`config.mk`:
```
export PLATFORM = sky130hd
export DESIGN_NAME = tick_rate_controller
export DESIGN_NICKNAME = d
export VERILOG_FILES = /design/src/rtl/tick_rate_controller.sv
export SDC_FILE = /design/constraint.sdc
export NUM_CORES = 1
export LEC_CHECK = 0
export BUFFER_PORTS_ARGS = -buffer_cell sky130_fd_sc_hd__buf_2
export CORE_MARGIN = 2
export CORE_UTILIZATION = 45
export DETAILED_ROUTE_END_ITERATION = 8
export PLACE_DENSITY = 0.68
export SLEW_MARGIN = 40
export SYNTH_ARGS = -nofsm -noshare
export SYNTH_HDL_FRONTEND = slang
export SYNTH_SLANG_ARGS = --single-unit
```
`constraint.sdc`:
```
create_clock -name clk -period 8.7 [get_ports clk]
set_input_delay 1.305 -clock clk [delete_from_list [all_inputs] [get_ports clk]]
set_output_delay 1.305 -clock clk [all_outputs]
set_load 0.05 [all_outputs]
```
`src/rtl/tick_rate_controller.sv`:
```
// -----------------------------------------------------------------------------
// tick_rate_controller
//
// Game-pace sequencer for the pong datapath. One programmable divider runs
// while the game is active. Each time the divider wraps, the block emits a
// one-clock strobe:
//   - serve_tick while serving, which drives the serve countdown display;
//   - game_tick while running, which paces the ball/paddle update logic.
// The block sequences IDLE -> SERVE -> RUN. It shortens the divider period
// when a paddle hit is reported, and it freezes while pause is held.
//
// Ports
//   clk         in   1        system clock
//   reset       in   1        asynchronous, active-high reset
//   start       in   1        pulse: leave IDLE and begin the serve
//   restart     in   1        pulse: reload START_PERIOD, level 0, re-enter SERVE
//   speed_up    in   1        pulse: request period -= STEP (paddle hit)
//   pause       in   1        level: freeze the divider and the FSM while high
//   game_tick   out  1        one-clock strobe on each divider wrap in RUN
//   serve_tick  out  1        one-clock strobe on each divider wrap in SERVE
//   period      out  WIDTH    current divider period (wrap every period+1 clks)
//   level       out  LEVEL_W  accepted speed-ups since last restart, saturating
//   running     out  1        high while in RUN
//
// Parameters
//   WIDTH         divider counter/period width
//   START_PERIOD  period loaded at reset and on restart
//   MIN_PERIOD    floor of the speed ramp (must not exceed START_PERIOD)
//   STEP          period decrement per accepted speed-up
//   SERVE_TICKS   divider wraps spent in SERVE before RUN (at least 1)
//   LEVEL_W       width of the speed level counter
// -----------------------------------------------------------------------------
module tick_rate_controller #(
   parameter int unsigned WIDTH        = 32,
   parameter int unsigned START_PERIOD = 833333,
   parameter int unsigned MIN_PERIOD   = 208333,
   parameter int unsigned STEP         = 62500,
   parameter int unsigned SERVE_TICKS  = 60,
   parameter int unsigned LEVEL_W      = 4
) (
   input  logic               clk,
   input  logic               reset,
   input  logic               start,
   input  logic               restart,
   input  logic               speed_up,
   input  logic               pause,
   output logic               game_tick,
   output logic               serve_tick,
   output logic [WIDTH-1:0]   period,
   output logic [LEVEL_W-1:0] level,
   output logic               running
);

   // serve_cnt only has to hold 0 .. SERVE_TICKS-1.
   localparam int unsigned SC_W = (SERVE_TICKS > 1) ? $clog2(SERVE_TICKS) : 1;

   localparam logic [WIDTH-1:0]   START_P    = WIDTH'(START_PERIOD);
   localparam logic [WIDTH-1:0]   MIN_P      = WIDTH'(MIN_PERIOD);
   localparam logic [WIDTH-1:0]   STEP_P     = WIDTH'(STEP);
   localparam logic [SC_W-1:0]    SERVE_LAST = SC_W'(SERVE_TICKS - 1);
   localparam logic [LEVEL_W-1:0] LEVEL_MAX  = '1;

   typedef enum logic [1:0] {
      ST_IDLE  = 2'd0,
      ST_SERVE = 2'd1,
      ST_RUN   = 2'd2,
      ST_PAUSE = 2'd3
   } state_t;

   state_t           state;
   state_t           saved_state;   // SERVE or RUN, the state to return to after PAUSE
   logic [WIDTH-1:0] counter;
   logic [SC_W-1:0]  serve_cnt;
   logic             pend;          // speed-up requested, waiting for the next RUN wrap

   // Derived, combinational view of the current cycle.
   state_t           resume_state;  // the state this cycle acts as when pause is low
   logic             count_en;
   logic             wrap;
   logic [WIDTH-1:0] ramp_period;
   logic             ramp_takes;

   // NOTE: every signal written here gets a value on every path through the
   // block. A path that leaves a signal unassigned would infer a latch.
   always_comb begin
      resume_state = (state == ST_PAUSE) ? saved_state : state;

      // The divider runs in every active state whenever pause is low. This
      // includes the cycle that releases a pause, so a pause of N clocks
      // delays the pending strobe by exactly N clocks.
      count_en = (state != ST_IDLE) && !pause;
      wrap     = count_en && (counter == period);

      // Because period never drops below MIN_P, period - MIN_P cannot
      // underflow. Comparing that headroom against STEP_P decides between a
      // full step and a clamp to the floor, so the decrement itself cannot
      // wrap around.
      if ((period - MIN_P) >= STEP_P) begin
         ramp_period = period - STEP_P;
      end else begin
         ramp_period = MIN_P;
      end
      ramp_takes = (ramp_period != period);
   end

   // NOTE: sequential state uses non-blocking assignments only. Every register
   // then samples the values from before the edge, and a later assignment in
   // the same block overrides an earlier one. The pend clear at a RUN wrap
   // relies on that override.
   always_ff @(posedge clk or posedge reset) begin
      if (reset) begin
         state       <= ST_IDLE;
         saved_state <= ST_IDLE;
         counter     <= '0;
         serve_cnt   <= '0;
         pend        <= 1'b0;
         period      <= START_P;
         level       <= '0;
         game_tick   <= 1'b0;
         serve_tick  <= 1'b0;
         running     <= 1'b0;
      end else if (restart && (state != ST_IDLE)) begin
         // A point was scored. Start again from a fresh serve at the base
         // speed. Any wrap in this cycle is dropped.
         state      <= ST_SERVE;
         counter    <= '0;
         serve_cnt  <= '0;
         pend       <= 1'b0;
         period     <= START_P;
         level      <= '0;
         game_tick  <= 1'b0;
         serve_tick <= 1'b0;
         running    <= 1'b0;
      end else begin
         // The strobes are one clock wide by default.
         game_tick  <= 1'b0;
         serve_tick <= 1'b0;

         case (state)
            ST_IDLE: begin
               running <= 1'b0;
               if (start) begin
                  state     <= ST_SERVE;
                  counter   <= '0;
                  serve_cnt <= '0;
               end
            end

            default: begin   // ST_SERVE, ST_RUN, ST_PAUSE
               // A hit is remembered even while paused. Several hits before
               // the next wrap collapse into a single request.
               if (speed_up) begin
                  pend <= 1'b1;
               end

               if (pause) begin
                  if (state != ST_PAUSE) begin
                     saved_state <= state;
                  end
                  state   <= ST_PAUSE;
                  running <= 1'b0;
               end else begin
                  state   <= resume_state;
                  running <= (resume_state == ST_RUN);

                  if (wrap) begin
                     counter <= '0;
                     if (resume_state == ST_SERVE) begin
                        serve_tick <= 1'b1;
                        if (serve_cnt == SERVE_LAST) begin
                           state   <= ST_RUN;
                           running <= 1'b1;
                        end else begin
                           serve_cnt <= serve_cnt + SC_W'(1);
                        end
                     end else begin
                        game_tick <= 1'b1;
                        // A hit that arrives with the wrap counts at this
                        // wrap. The new period takes effect for the next
                        // interval, because the counter has just restarted
                        // from zero.
                        if (pend || speed_up) begin
                           period <= ramp_period;
                           pend   <= 1'b0;
                           if (ramp_takes && (level != LEVEL_MAX)) begin
                              level <= level + LEVEL_W'(1);
                           end
                        end
                     end
                  end else begin
                     counter <= counter + WIDTH'(1);
                  end
               end
            end
         endcase
      end
   end

endmodule

```
# Word level (Yosys, flattened, before mapping)
# Index checks and enable logic that the tools add are counted.
# word_totals
regBits,82
in_bits,6
out_inout_bits,39
# op_classes
addsub,5
magnitude_cmp,1
eq_ne,14
n_mux,57
bitwise_logic,2
n_reduce_logical,18
# op_table
op,n
2-to-1 mux 32 bit,12
2-to-1 mux 6 bit,7
adder 32 x 1 -> 32 bit (second input constant),1
== test 32 bit,1
>= comparator 32 x 16 -> 1 bit (second input constant),1
inequality test 32 bit,1
subtractor 32 x 16 -> 32 bit (second input constant),1
subtractor 32 x 18 -> 32 bit (second input constant),1
2-to-1 mux 4 bit,7
2-to-1 mux 1 bit,23
2-to-1 mux 2 bit,8
AND reduction 5 bit,2
nonzero test 2 bit,4
adder 6 x 1 -> 6 bit (second input constant),1
== test 6 bit (second input constant),1
inequality test 2 bit (second input constant),3
AND reduction 6 bit,1
nonzero test 3 bit,2
adder 4 x 1 -> 4 bit (second input constant),1
== test 2 bit (second input constant),2
logical AND 1 bit,4
inequality test 4 bit (second input constant),1
AND reduction 4 bit,1
inequality test 3 x 1 -> 1 bit (second input constant),1
other kinds (9),10

# Logic depth before layout (Yosys ltp)
# depth
ltp_word,12
ltp_mapped,13
depth_no_buf,10

# Worst setup path after synthesis
# OpenSTA, ideal clock, no wires.
# synth_timing
kind,reg2reg
startpoint,register period[0]
endpoint,register period[26]
setup_time_ns,0.120
arrival_time_ns,2.856
slack_ns,5.724
stages_incl_launch_ff,13
path_buffers,4
synth_period_minus_slack_ns,2.976
path_cell_list,dfstp_2 > buf_4 > o211ai_2 > a2111oi_2 > o2111ai_1 > mux2_1 > nor4_1 > and4_1 > buf_6 > a21o_1 > buf_6 > buf_4 > nor2_1
# synth_via
elab_chain_cells,9
# synth_rtl
element,line,source
"start, declared",49,"output logic [WIDTH-1:0] period,"
"start signal, assigned",183,period <= ramp_period;
subtractor 32 x 18 -> 32 bit,98,if ((period - MIN_P) >= STEP_P) begin
>= comparator 32 x 16 -> 1 bit,98,
2-to-1 mux 32 bit,98,
2-to-1 mux 32 bit,182,if (pend || speed_up) begin
2-to-1 mux 32 bit,168,if (resume_state == ST_SERVE) begin
2-to-1 mux 32 bit,166,if (wrap) begin
2-to-1 mux 32 bit,156,if (pause) begin
2-to-1 mux 32 bit,139,case (state)
2-to-1 mux 32 bit,122,end else if (restart && (state != ST_IDLE)) begin
# Several ways; a longest one is shown, not always the timed one. The select of a mux whose other input is x is not followed.
# A chain may end at the register's enable or synchronous reset.

# Final worst setup path
# layout_timing
startpoint,register period[2]
endpoint,register period[20]
# The elaborated chain is that of the path after synthesis.

==> out/results.txt <==
DRC violations left: 0
fin area: 0.006461 mm2
layout cells sized above 1: 14.55%
count leader, synth: nor2_1
initial antenna violation count: 0
leakage: 2.672 nW
Die Span X: 118.7 um
multiplexer area fraction after synthesis: 0.7182%
peak supply drop: 92.14 uV
Max FO, Critical Path: 19
Slew @ Worst Pin: 0.7593 ns
max-cap check violation count: 0
Die Height: 118.7 um
die area: 0.01410 mm2
max-slew violations: 0
xor/xnor share of the synthesized area: 12.72%
Post-DP Area: 0.006122 mm2
CTS tree: yes
Synth top area share: 29.57%
htree depth: 3
Worst setup SP type: flip-flop
simple-gate share of the synthesized area: 29.19%
relative slew slack: 48.84%
pwr dens: 141.2 mW/mm2
root buffer cell: clkbuf_16
Final Skew: 0.006385 ns
fin crit share: 44.96%
RSZ-0062 raised after global routing: no
number of I/O pins: 45
average wire per standard cell: 18.74 um
register area share after synthesis: 34.90%
CTS Hold Bufs: 0
Hold WC Path Type: reg -> reg
vias in the first global route: 5,186
Ys Warns: 0
Fin. Hold Viols: 0
synthesized area per cell: 8.547 um2
clk buf depth: 2
Util after Layout: 50.79%
syn nets: 704
DRT Wirelength: 16,490 um
P&R area growth vs syn: 9.083%
Crit. End Element: flip-flop
# resized after CTS: 0
arrival time of the worst setup path: 4.11 ns
CORE AREA: 0.01272 mm2
gpl congestion: 0.9120
insertion delay to the later sink of the worst-skew pair: 0.34 ns
synthesized area: 0.005923 mm2
compound-cell area share of the yosys netlist: 15.55%
main combinational cell family by area after synthesis: simple AND/OR/NAND/NOR gates
n_diodes: 0
# Post-CTS Setup Buffers: 0
DR vias: 5,399
fin crit period: 3.911 ns
Initial Utilization: 46.56%
synthesized instance count: 693
number of DRC markers in iteration 0: 601
Async S/R FF share, synth: 100.0%
CTS Buf Count: 9
critical path type: reg -> reg
Final HPWL DP: 11,870 um
final setup vio count: 0
row cnt: 41
Num Clock Sinks: 82
outcome: finished clean
largest net degree at the start of global routing: 83
post-route ant nets: 0
first-pass GRT wire length: 27,160 um
clock-pin transition on the worst setup and hold timing paths: 0.06 ns
#FFs+latches synth: 82
adder-cell share of the synthesized area: 1.056%
synth cell count leaders: nor2_1 (94), dfrtp_1 (70), nand2_1 (58)
# port buffers: 44
GRT overflow: 0
fmax: 0.2557 GHz
Setup TNS: 0 ns
Layout Nets: 714
CP required: 8.89 ns
top cell type by total area after synthesis: dfrtp_1
GRT Util Overall: 23.77%
Distinct cells, synth: 76
Pre-Repair DR Iteration Count: 5
Vias per Instance: 6.135
number of synthesized flops with an enable pin: 0
main flop type after synthesis: dfrtp_1
post-layout power: 912.5 uW
Synth area leaders: dfrtp_1 (30%), xor2_1 (6.7%), xnor2_1 (6.1%), nor2_1 (6.0%), dfstp_2 (5.3%)
Min Hold Slack: 0.5427 ns
[state kept, by name, summed over array words and instances (netlist names), 2 cells and up]
signal and cells:
state 2, counter 32, serve_cnt 6, period 32, level 4, saved_state 2
[stage by stage]
stage          setup WS [ns]  instances
2_1_floorplan          5.306        693
4_1_cts                4.830        880
3_3_place_gp           5.031        864
3_5_place_dp           4.865        864
6_report               4.789        880
5_1_grt                4.463        880
[cells in the final DEF (no fill, tap or decap), types with 5 or more instances in the layout]
master     Yosys  final
o21ai_1       11     11
nand3b_1       5      5
a21oi_1       18     18
a211oi_1       8      8
dfstp_2       12     12
nand2b_1       9      9
o21ai_0       21     21
nor3_1        19     18
inv_1         19     18
and3_1         8      8
and2_1         7      7
nand2_1       58     58
nand3_1       21     21
buf_2         17     44
and4_1         8      8
nand4_1       28     28
nor4_1        16     16
a21o_1         5      5
a31oi_1       10     10
or3_1         12     12
nor2b_1        5      5
nor2_1        94     93
xor2_1        45     45
clkbuf_16      0      9
ha_1           5      5
o2111ai_1      7      7
xnor2_1       41     41
dfrtp_1       70     70
or2_2          5      5
[power by group]
group	internal [mW]	leakage, nW	switching (mW)	total (mW)
clock network	0.279	0.166	0.148	0.427
logic	0.0228	1.42	0.0541	0.0769
registers	0.389	1.09	0.0194	0.409
total	0.691	2.67	0.222	0.913
[final timing paths]
kind / startpoint / to / slack, ns / depth (start not counted)
max reg2reg: period[2]$_DFFE_PP1P_ / period[20]$_DFFE_PP0P_ / 4.79 / 9
min: pend$_DFFE_PP0P_ / pend$_DFFE_PP0P_ / 0.54 / 1
min in group asynchronous: reset / level[2]$_DFFE_PP0P_ / 1.13 / 3
min reg2reg: pend$_DFFE_PP0P_ / pend$_DFFE_PP0P_ / 0.54 / 1
max: period[2]$_DFFE_PP1P_ / period[20]$_DFFE_PP0P_ / 4.79 / 9
max in group asynchronous: reset / counter[23]$_DFFE_PP0P_ / 7.06 / 3
[layer usage]
layer,wire (um),global-route usage [%],vias to the layer above
li1,-,-,2497
met1,7121,31.55,2640
met2,7859,38.47,223
met3,943,3.620,39
met4,564,10.19,0
met5,0,0,-
[worst max-delay path, cell delays in order, from the launching register on]
cell and delay, ns:
dfstp_2 0.66, ha_1 0.28, o21ai_2 0.16, a211oi_1 0.45, a211oi_1 0.16, xor2_1 0.16
a2111oi_0 0.44, and4_1 0.69, a21o_1 0.63, nor2_1 0.12
[logic make-up after synthesis]
group,Yosys count
AO/OA/AOI/OAI,128
XOR/XNOR,86
adder cells (fa/ha/maj),5
buffers and inverters,68
flip-flops,82
multiplexers,4
AND/OR/NAND/NOR,320
[area by class of cell]
| cell class | count | area, um2 |
|---|---|---|
| clock buffers | 10 | 229.0 |
| flip-flops and latches | 82 | 2067 |
| multi-input cells | 543 | 3516 |
| repair buffers | 48 | 256.5 |
| fillers | 1243 | 6261 |
| clock inverters | 6 | 105.1 |
| well taps | 172 | 215.2 |
| inverters | 19 | 72.57 |
(Power assumes the default switching activity.)
